File: config.mk
export PLATFORM = sky130hd
export DESIGN_NAME = wb_port_arbiter
export DESIGN_NICKNAME = d
export VERILOG_FILES = /design/src/rtl/wb_port_arbiter.sv
export SDC_FILE = /design/constraint.sdc
export NUM_CORES = 1
export LEC_CHECK = 0
export ABC_AREA = 1
export CORE_MARGIN = 1
export CORE_UTILIZATION = 39
export CTS_CLUSTER_SIZE = 14
export DETAILED_ROUTE_END_ITERATION = 8
export PLACE_DENSITY_LB_ADDON = 0.3
export SLEW_MARGIN = 20
export SYNTH_ARGS = -nofsm -noshare
export SYNTH_HDL_FRONTEND = slang
export SYNTH_SLANG_ARGS = --single-unit
export TNS_END_PERCENT = 20
File: constraint.sdc
create_clock -name clk -period 1.8 [get_ports clk]
set_input_delay 0.36 -clock clk [delete_from_list [all_inputs] [get_ports clk]]
set_output_delay 0.36 -clock clk [all_outputs]
set_load 0.02 [all_outputs]
File: src/rtl/wb_port_arbiter.sv
// Two-requester register-file write-port arbiter with round-robin tie-breaking.
// Grants are combinational; the resulting write appears registered one cycle later.
module wb_port_arbiter #(
    parameter int unsigned DW = 32
) (
    input  logic          clk,
    input  logic          rst,
    input  logic          req_a,
    input  logic [4:0]    addr_a,
    input  logic [DW-1:0] data_a,
    input  logic          req_b,
    input  logic [4:0]    addr_b,
    input  logic [DW-1:0] data_b,
    input  logic          hold,
    output logic          gnt_a,
    output logic          gnt_b,
    output logic          wr_en,
    output logic [4:0]    wr_addr,
    output logic [DW-1:0] wr_data,
    output logic [7:0]    conflict_cnt
);

    localparam int unsigned AW = 5;
    localparam int unsigned CW = 8;

    typedef enum logic {IDLE, WRITE} state_t;

    state_t state;
    logic   last_b;     // 1 when B received the most recent grant
    logic   eligible;
    logic   tie;

    // Grant decision: the side not granted most recently wins a tie
    always_comb begin
        eligible = 1'b0;
        gnt_a    = 1'b0;
        gnt_b    = 1'b0;
        tie      = req_a && req_b && !hold;
        eligible = !rst && !hold && (state == IDLE || state == WRITE);
        gnt_a    = eligible && req_a && (!req_b || last_b);
        gnt_b    = eligible && req_b && (!req_a || !last_b);
    end

    // Write-port FSM and registered outputs
    always_ff @(posedge clk or posedge rst) begin
        if (rst) begin
            state   <= IDLE;
            last_b  <= 1'b0;
            wr_en   <= 1'b0;
            wr_addr <= AW'(0);
            wr_data <= DW'(0);
        end else if (gnt_a) begin
            state   <= WRITE;
            last_b  <= 1'b0;
            wr_en   <= (addr_a != AW'(0));
            wr_addr <= addr_a;
            wr_data <= data_a;
        end else if (gnt_b) begin
            state   <= WRITE;
            last_b  <= 1'b1;
            wr_en   <= (addr_b != AW'(0));
            wr_addr <= addr_b;
            wr_data <= data_b;
        end else begin
            state   <= IDLE;
            wr_en   <= 1'b0;
        end
    end

    // Saturating count of contended, unfrozen cycles
    always_ff @(posedge clk or posedge rst) begin
        if (rst) begin
            conflict_cnt <= CW'(0);
        end else if (tie && conflict_cnt != {CW{1'b1}}) begin
            conflict_cnt <= conflict_cnt + CW'(1);
        end
    end

endmodule

==> metrics.md, run 1 <==
| Metric | Value |
|---|---|
| Fraction of layout cells with a size suffix above 1 | `11.94%` |
| Top-count cell post-synth | `nand2_1` |
| Unique masters post-synth | `22` |
| Final WL | `6788 um` |
| Synth area leader | `dfrtp_1` |
| Port-buffer cells | `126` |
| Worst VDD drop | `504.4 uV` |
| MaxCap Viol Count | `0` |
| Post-DP HPWL | `5133 um` |
| Met2 Use GR | `36.61%` |
| Clk slew on worst S/H paths | `80 ps` |
| Fill cells | `498` |
| H-Tree Level Count | `2` |
| Accumulated negative setup slack | `0 ps` |
| Register area share after synthesis | `49.14%` |
| Critical path class | `input pin to output port` |
| Largest net degree at the start of global routing | `40` |
| DR iter-0 viols | `106` |
| P per Cell Area | `902.4 nW/um^2` |
| Full die area | `6455 um^2` |
| Worst-path maximum fanout | `3` |
| Post-synth EDFFs | `0` |
| Final setup vio count | `0` |
| Power Internal | `0.002462 W` |
| Routed len/inst | `13.52 um` |
| # rows | `28` |
| NumNets Final | `506` |
| Vert. Die Dim | `80.34 um` |
| Synthesis warning total | `0` |
| Synth Net Count | `369` |
| Slew @ Worst Pin | `475.4 ps` |
| GR peak layer | `met2` |
| Total gr overflow | `0` |
| Post-synth top area share | `49.14%` |
| Max Fclk | `570.7 MHz` |
| Minimum clock period | `1752 ps` |
| Core Area | `5921 um^2` |
| Final ANT Viol Nets | `0` |
| Clock Latency Late Sink | `300 ps` |
| Hold Crit Class | `flip-flop to flip-flop` |
| Die W | `80.34 um` |
| Via density | `4.890` |
| GR Layer Usage met1 | `27.63%` |
| Seq pwr share | `38.9%` |
| IO Pins | `127` |
| Drt first pass iters | `4` |
| Clock Path Buffers | `2` |
| CP Launch Type | `input pin` |
| Mapped cell area | `2394 um^2` |
| Slowest-stage cell, CP | `clkdlybuf4s50_1` |
| Sw Share | `31.09%` |
| First-pass GRT wire length | `10610 um` |
| Max-slew violations | `0` |
| Area Overhead vs Synth | `65.39%` |
| Initial antenna violation count | `0` |
| RePlAce Congestion | `0.7985` |
| Antenna cells | `0` |
| Clock root buffer | `clkbuf_8` |
| # DRC | `0` |
| Fin crit share | `97.35%` |
| Clock network power share | `25.7%` |
| WP data required | `1440 ps` |
| Combinational fraction of design power | `35.4%` |
| Met3 usage | `4.432%` |
| Synth Flop Type | `dfrtp_1` |
| Critical Path End Type | `output port` |
| Outcome | `finished, final reports clean` |
| Total clock buffers created by CTS | `5` |
| Fin. Hold Viols | `0` |
| Vias in the first global route | `2264` |
| Yosys reg bits | `47` |
| Leakage | `1.766 nW` |
| Final core occ | `66.86%` |
| Syn Area/Cell | `8.282 um^2` |
| Hold buffers post-CTS | `0` |
| CTS tree | `done` |
| GRT Util Overall | `21.55%` |
| Dpl ws | `-498.7 ps` |
| Slew HR | `68.31%` |
| Max Clock Skew | `10.56 ps` |
| RSZ-0062 raised after global routing | `false` |
| Slowest stage delay, CP | `460 ps` |
| Sink Count | `47` |
| Routed vias | `2455` |
| Top post-synthesis cells by count | `nand2_1, nand3_1, dfrtp_1, inv_1, nand3_2` |
| Crit-path cells | `clkdlybuf4s50_1 > nor2_4 > nand2_2 > a21oi_2 > buf_4` |
| Starting Density | `40.43%` |
| NetSw | `0.001111 W` |
| Arrival time worst endpoint | `1390 ps` |
| Mapped Cells | `289` |
| Top area cells in the synthesized netlist | `dfrtp_1, nand2_1, nand3_1` |
| Post-route setup slack | `47.78 ps` |
| Post-synth ARST share | `100.0%` |
==> cells in the final DEF, fill, tap and decap left out, drive strengths merged <==
cell type	instances
dlymetal6s2s	1
o21ai	4
nand4	1
a21oi	2
nand3b	1
nor2	12
dfrtp	47
clkinvlp	1
bufinv	2
clkbuf	5
buf	20
nand2	107
xnor2	1
inv	15
clkdlybuf4s50	123
nand3	84
ha	1
==> stage by stage <==
step	instance area [um^2]	hold slack, ps	instances	total power, W
2_1_floorplan	2394	476.8	289	0.001969
3_3_place_gp	3816	480.5	493	0.002639
3_5_place_dp	3816	481.1	493	0.002677
4_1_cts	3956	504.8	502	0.003592
5_1_grt	3959	526.7	502	0.003754
6_report	3959	498.1	502	0.003572
==> flip-flops by register name (all words and copies together) (netlist names) <==
name / cells
wr_addr: 5
wr_data: 32
conflict_cnt: 8
wr_en: 1
last_b: 1
==> repair_timing <==
action | in CTS | in global routing
endpoints found under the setup margin | 2 | 1
resized for setup | 10 | 1
setup buffers | 1 | 0
pin swaps | 1 | 1
==> worst paths after layout <==
| kind | from | cells after the start | endpoint | slack, ps |
|---|---|---|---|---|
| max reg2reg | conflict_cnt[0]$_DFFE_PP0P_ | 7 | conflict_cnt[2]$_DFFE_PP0P_ | 390 |
| min in group asynchronous | rst | 3 | conflict_cnt[7]$_DFFE_PP0P_ | 540 |
| min reg2reg | wr_data[17]$_DFFE_PP0P_ | 2 | wr_data[17]$_DFFE_PP0P_ | 500 |
| min | wr_data[17]$_DFFE_PP0P_ | 2 | wr_data[17]$_DFFE_PP0P_ | 500 |
| max | rst | 5 | gnt_b | 50 |
| max in group asynchronous | rst | 4 | wr_addr[0]$_DFFE_PP0P_ | 810 |
==> layer usage <==
layer  wire length (um)  vias to the layer above  part of all wire, %
met5                  0                        -                    0
met4                 89                        0                  1.3
met2               3429                       86                   51
li1                   -                     1214                    -
met1               2855                     1147                   42
met3                414                        8                  6.1
==> cell type report <==
cell class / count / area (um^2) / area share, %
tap: 75 / 93.84 / 2.370
timing repair buffer: 144 / 1454 / 36.73
multi-input combinational: 213 / 1042 / 26.33
inverter: 15 / 56.30 / 1.422
clock buffer: 5 / 68.82 / 1.738
sequential: 47 / 1176 / 29.71
clock inverter: 3 / 67.56 / 1.707
==> cell families (layout without fill, tap and decap cells) <==
group | after synthesis | in the layout | share of synthesized area, %
and+or+nand+nor | 205 | 205 | 40.77
DFF | 47 | 47 | 49.14
buffers and inverters | 29 | 167 | 7.474
AOI/OAI and AO/OA | 6 | 6 | 1.725
adders and majority gates | 1 | 1 | 0.5227
xor gates and xnor gates | 1 | 1 | 0.3660
==> worst max-delay path: cells and delay by family <==
kind	cells	cell delay (ps)
AO/OA/AOI/OAI	1	160
buffers and inverters	2	640
AND/OR/NAND/NOR	2	230
==> power groups by stage <==
stage          clock network (W)  registers, W  logic (W)
2_1_floorplan                  0       0.00163   0.000338
3_3_place_gp                   0       0.00139    0.00124
3_5_place_dp                   0       0.00141    0.00127
4_1_cts                 0.000926       0.00139    0.00128
5_1_grt                 0.000974       0.00142    0.00136
6_report                0.000919       0.00139    0.00126
No activity file was read; power rests on OpenSTA's default activity.
==> run 2: changes to the inputs <==
==> constraint.sdc (replaced) <==
create_clock -name clk -period 1.8 [get_ports clk]
set_input_delay 0.18 -clock clk [delete_from_list [all_inputs] [get_ports clk]]
set_output_delay 0.18 -clock clk [all_outputs]
set_load 0.02 [all_outputs]
==> run 2 against run 1 <==
Core utilization down 1.6 points. Setup slack better by 140 ps. Wire length down 2.0%. Sequential share of layout area up 0.75 points. Clock skew down 4.5 ps. Critical path depth unchanged. Final cell count down 0.80%. Power down 8.5%. Flip-flop and latch count unchanged. Worst hold slack worse by 110 ps. Die area unchanged. Sequential power about the same. Highest routed layer unchanged.
==> metrics.md, run 2 (synthesis gave the netlist of run 1 again) <==
| Metric | Value |
|---|---|
| Outcome | `finished, final reports clean` |
| Commonest non-fill, non-tap cell in the layout | `clkdlybuf4s50_1` |
| Setup bufs post-CTS | `0 (-1)` |
| Initial antenna violation count | `0 (unchanged)` |
| R2R Path Start | `conflict_cnt[0]$_DFFE_PP0P_` |
| Worst Setup EP | `gnt_b` |
| Clock Path Buffers | `2 (unchanged)` |
| Final core occ | `65.22% (-1.6 points)` |
| Max Fclk | `619.3 MHz (+8.5%)` |
| H-Tree Level Count | `2 (unchanged)` |
| Fin crit share | `89.71% (-7.6 points)` |
| Worst r2r dst | `conflict_cnt[2]$_DFFE_PP0P_` |
| Slew HR | `68.32% (about the same)` |
| Fin. Hold Viols | `0 (unchanged)` |
| Critical path class | `input pin to output port` |
| # DRC | `0 (unchanged)` |
| Max Clock Skew | `6.060 ps (-4.496 ps)` |
| Met3 wire len | `379 um (-8.5%)` |
| Largest regs | `wr_data (32), conflict_cnt (8), wr_addr (5)` |
| Max FFs per register | `32 (unchanged)` |
| M1 wire length | `2833 um (-0.77%)` |
| GRT Util Overall | `21.71% (+0.16 points)` |
| Die W | `80.34 um (unchanged)` |
| Antenna cells | `0 (unchanged)` |
| Accumulated negative setup slack | `0 ps (unchanged)` |
| Port-buffer cells | `126 (unchanged)` |
| Core Area | `5921 um^2 (unchanged)` |
| Arrival time worst endpoint | `1430 ps (+40 ps)` |
| Sink Count | `47 (unchanged)` |
| Routed wl met2 | `3292 um (-4.0%)` |
| Worst VDD drop | `488.1 uV (-3.2%)` |
| Total power | `0.003270 W (-8.5%)` |
| Reg2Reg Depth | `7 (unchanged)` |
| Critical Path End Type | `output port` |
| Total clock buffers created by CTS | `5 (unchanged)` |
| IO Pins | `127 (unchanged)` |
| Via density | `4.916 (+0.52%)` |
| Post-DP HPWL | `4952 um (-3.5%)` |
| Clock root buffer | `clkbuf_8` |
| Max-slew violations | `0 (unchanged)` |
| Leakage | `1.722 nW (-2.5%)` |
| First-pass GRT wire length | `10740 um (+1.2%)` |
| Final setup vio count | `0 (unchanged)` |
| Full die area | `6455 um^2 (unchanged)` |
| Final WL | `6650 um (-2.0%)` |
| RePlAce Congestion | `0.8128 (+1.8%)` |
| Launch point of the worst path | `hold` |
| Fill cells | `522 (+4.8%)` |
| Final ANT Viol Nets | `0 (unchanged)` |
| RSZ-0062 raised after global routing | `false` |
| Commonest non-fill, non-tap cells in the layout | `clkdlybuf4s50_1, nand2_1, nand3_1, dfrtp_1` |
| Vert. Die Dim | `80.34 um (unchanged)` |
| WP data required | `1620 ps (+180 ps)` |
| Routed len/inst | `13.35 um (-1.2%)` |
| NumNets Final | `503 (-0.59%)` |
| Worst reg-to-reg setup slack | `380 ps (about the same)` |
| P per Cell Area | `846.8 nW/um^2 (-6.2%)` |
| Reg with most FFs | `wr_data` |
| Total gr overflow | `0 (unchanged)` |
| MaxCap Viol Count | `0 (unchanged)` |
| Vias in the first global route | `2331 (+3.0%)` |
| Routed vias | `2448 (-0.29%)` |
| Largest net degree at the start of global routing | `40 (unchanged)` |
| Clock Latency Late Sink | `300 ps (about the same)` |
| Minimum clock period | `1615 ps (-137.5 ps)` |
| Worst-path maximum fanout | `3 (unchanged)` |
| # rows | `28 (unchanged)` |
| Area Overhead vs Synth | `61.32%` |
| Starting Density | `40.43% (unchanged)` |
| Hold Crit Class | `input pin to asynchronous set/reset pin` |
| Clk slew on worst S/H paths | `80 ps (about the same)` |
| Multi-input logic area | `1039 um^2 (-0.36%)` |
| Fraction of layout cells with a size suffix above 1 | `10.40% (-1.5 points)` |
| Slew @ Worst Pin | `475.1 ps (-0.2338 ps)` |
| Register Area | `1176 um^2 (unchanged)` |
| Top Layer Used | `met4` |
| Drt first pass iters | `4 (unchanged)` |
| CP Launch Type | `input pin` |
| DR iter-0 viols | `116 (+9.4%)` |
| CTS tree | `done` |
[run 2: cell count changes in the layout (fill, tap and decap cells not counted), moves of 2 or more]
cell,delta
buf_4,-2
buf_12,-2
bufinv_16,-2
dlygate4sd2_1,+2
[run 2: timing repair]
action                                  CTS  global route
hold buffers                              0             0
resized for setup                         2             0
endpoints found under the setup margin    2             0
[run 2: per-layer routing]
layer  vias up  global-route usage [%]
met5         -                       0
met4         0                   8.393
met3        12                   4.886
met2        78                   36.27
met1      1147                   27.09
li1       1211                       -
[run 2: metrics by stage]
step / worst slack [ps] / std cells / area, um^2 / hold WS [ps]
after global routing: 112.9 / 498 / 3861 / 428.4
after global placement: -90.83 / 491 / 3776 / 480.1
after CTS: 196.4 / 498 / 3861 / 406.6
after floorplan: 458.0 / 289 / 2394 / 296.8
after detailed placement: -82.45 / 491 / 3776 / 481.4
final: 185.3 / 498 / 3861 / 387.6
[run 2: how the worst min path moves through the flow]
| stage | end | slack (ps) | cells after the start | startpoint |
|---|---|---|---|---|
| 5_1_grt | conflict_cnt[6]$_DFFE_PP0P_ | 430 | 3 | rst |
| 4_1_cts | conflict_cnt[5]$_DFFE_PP0P_ | 410 | 3 | rst |
| 3_5_place_dp | wr_data[6]$_DFFE_PP0P_ | 480 | 2 | wr_data[6]$_DFFE_PP0P_ |
| 3_3_place_gp | wr_data[30]$_DFFE_PP0P_ | 480 | 2 | wr_data[30]$_DFFE_PP0P_ |
| 2_1_floorplan | wr_addr[0]$_DFFE_PP0P_ | 300 | 2 | addr_a[0] |
| 6_report | conflict_cnt[1]$_DFFE_PP0P_ | 390 | 3 | rst |
[run 2: cell type report]
cell class | count | area share, %
multi-input cells | 213 | 26.90
flip-flops and latches | 47 | 30.46
clock buffers | 6 | 2.139
repair buffers | 141 | 36.49
inverters | 15 | 1.458
clock inverters | 1 | 0.1296
well taps | 75 | 2.430
[run 2: power breakdown]
group / leakage (nW) / internal (W) / switching, W
registers: 0.554 / 0.00125 / 0.000135
logic: 1.12 / 0.000645 / 0.000598
clock network: 0.0470 / 0.000302 / 0.000340
total: 1.72 / 0.00220 / 0.00107
[run 2: critical path, cell delays in order]
cell	delay [ps]
clkdlybuf4s50_1	460
nor2_4	180
nand2_2	70
a21oi_1	160
dlygate4sd2_1	390
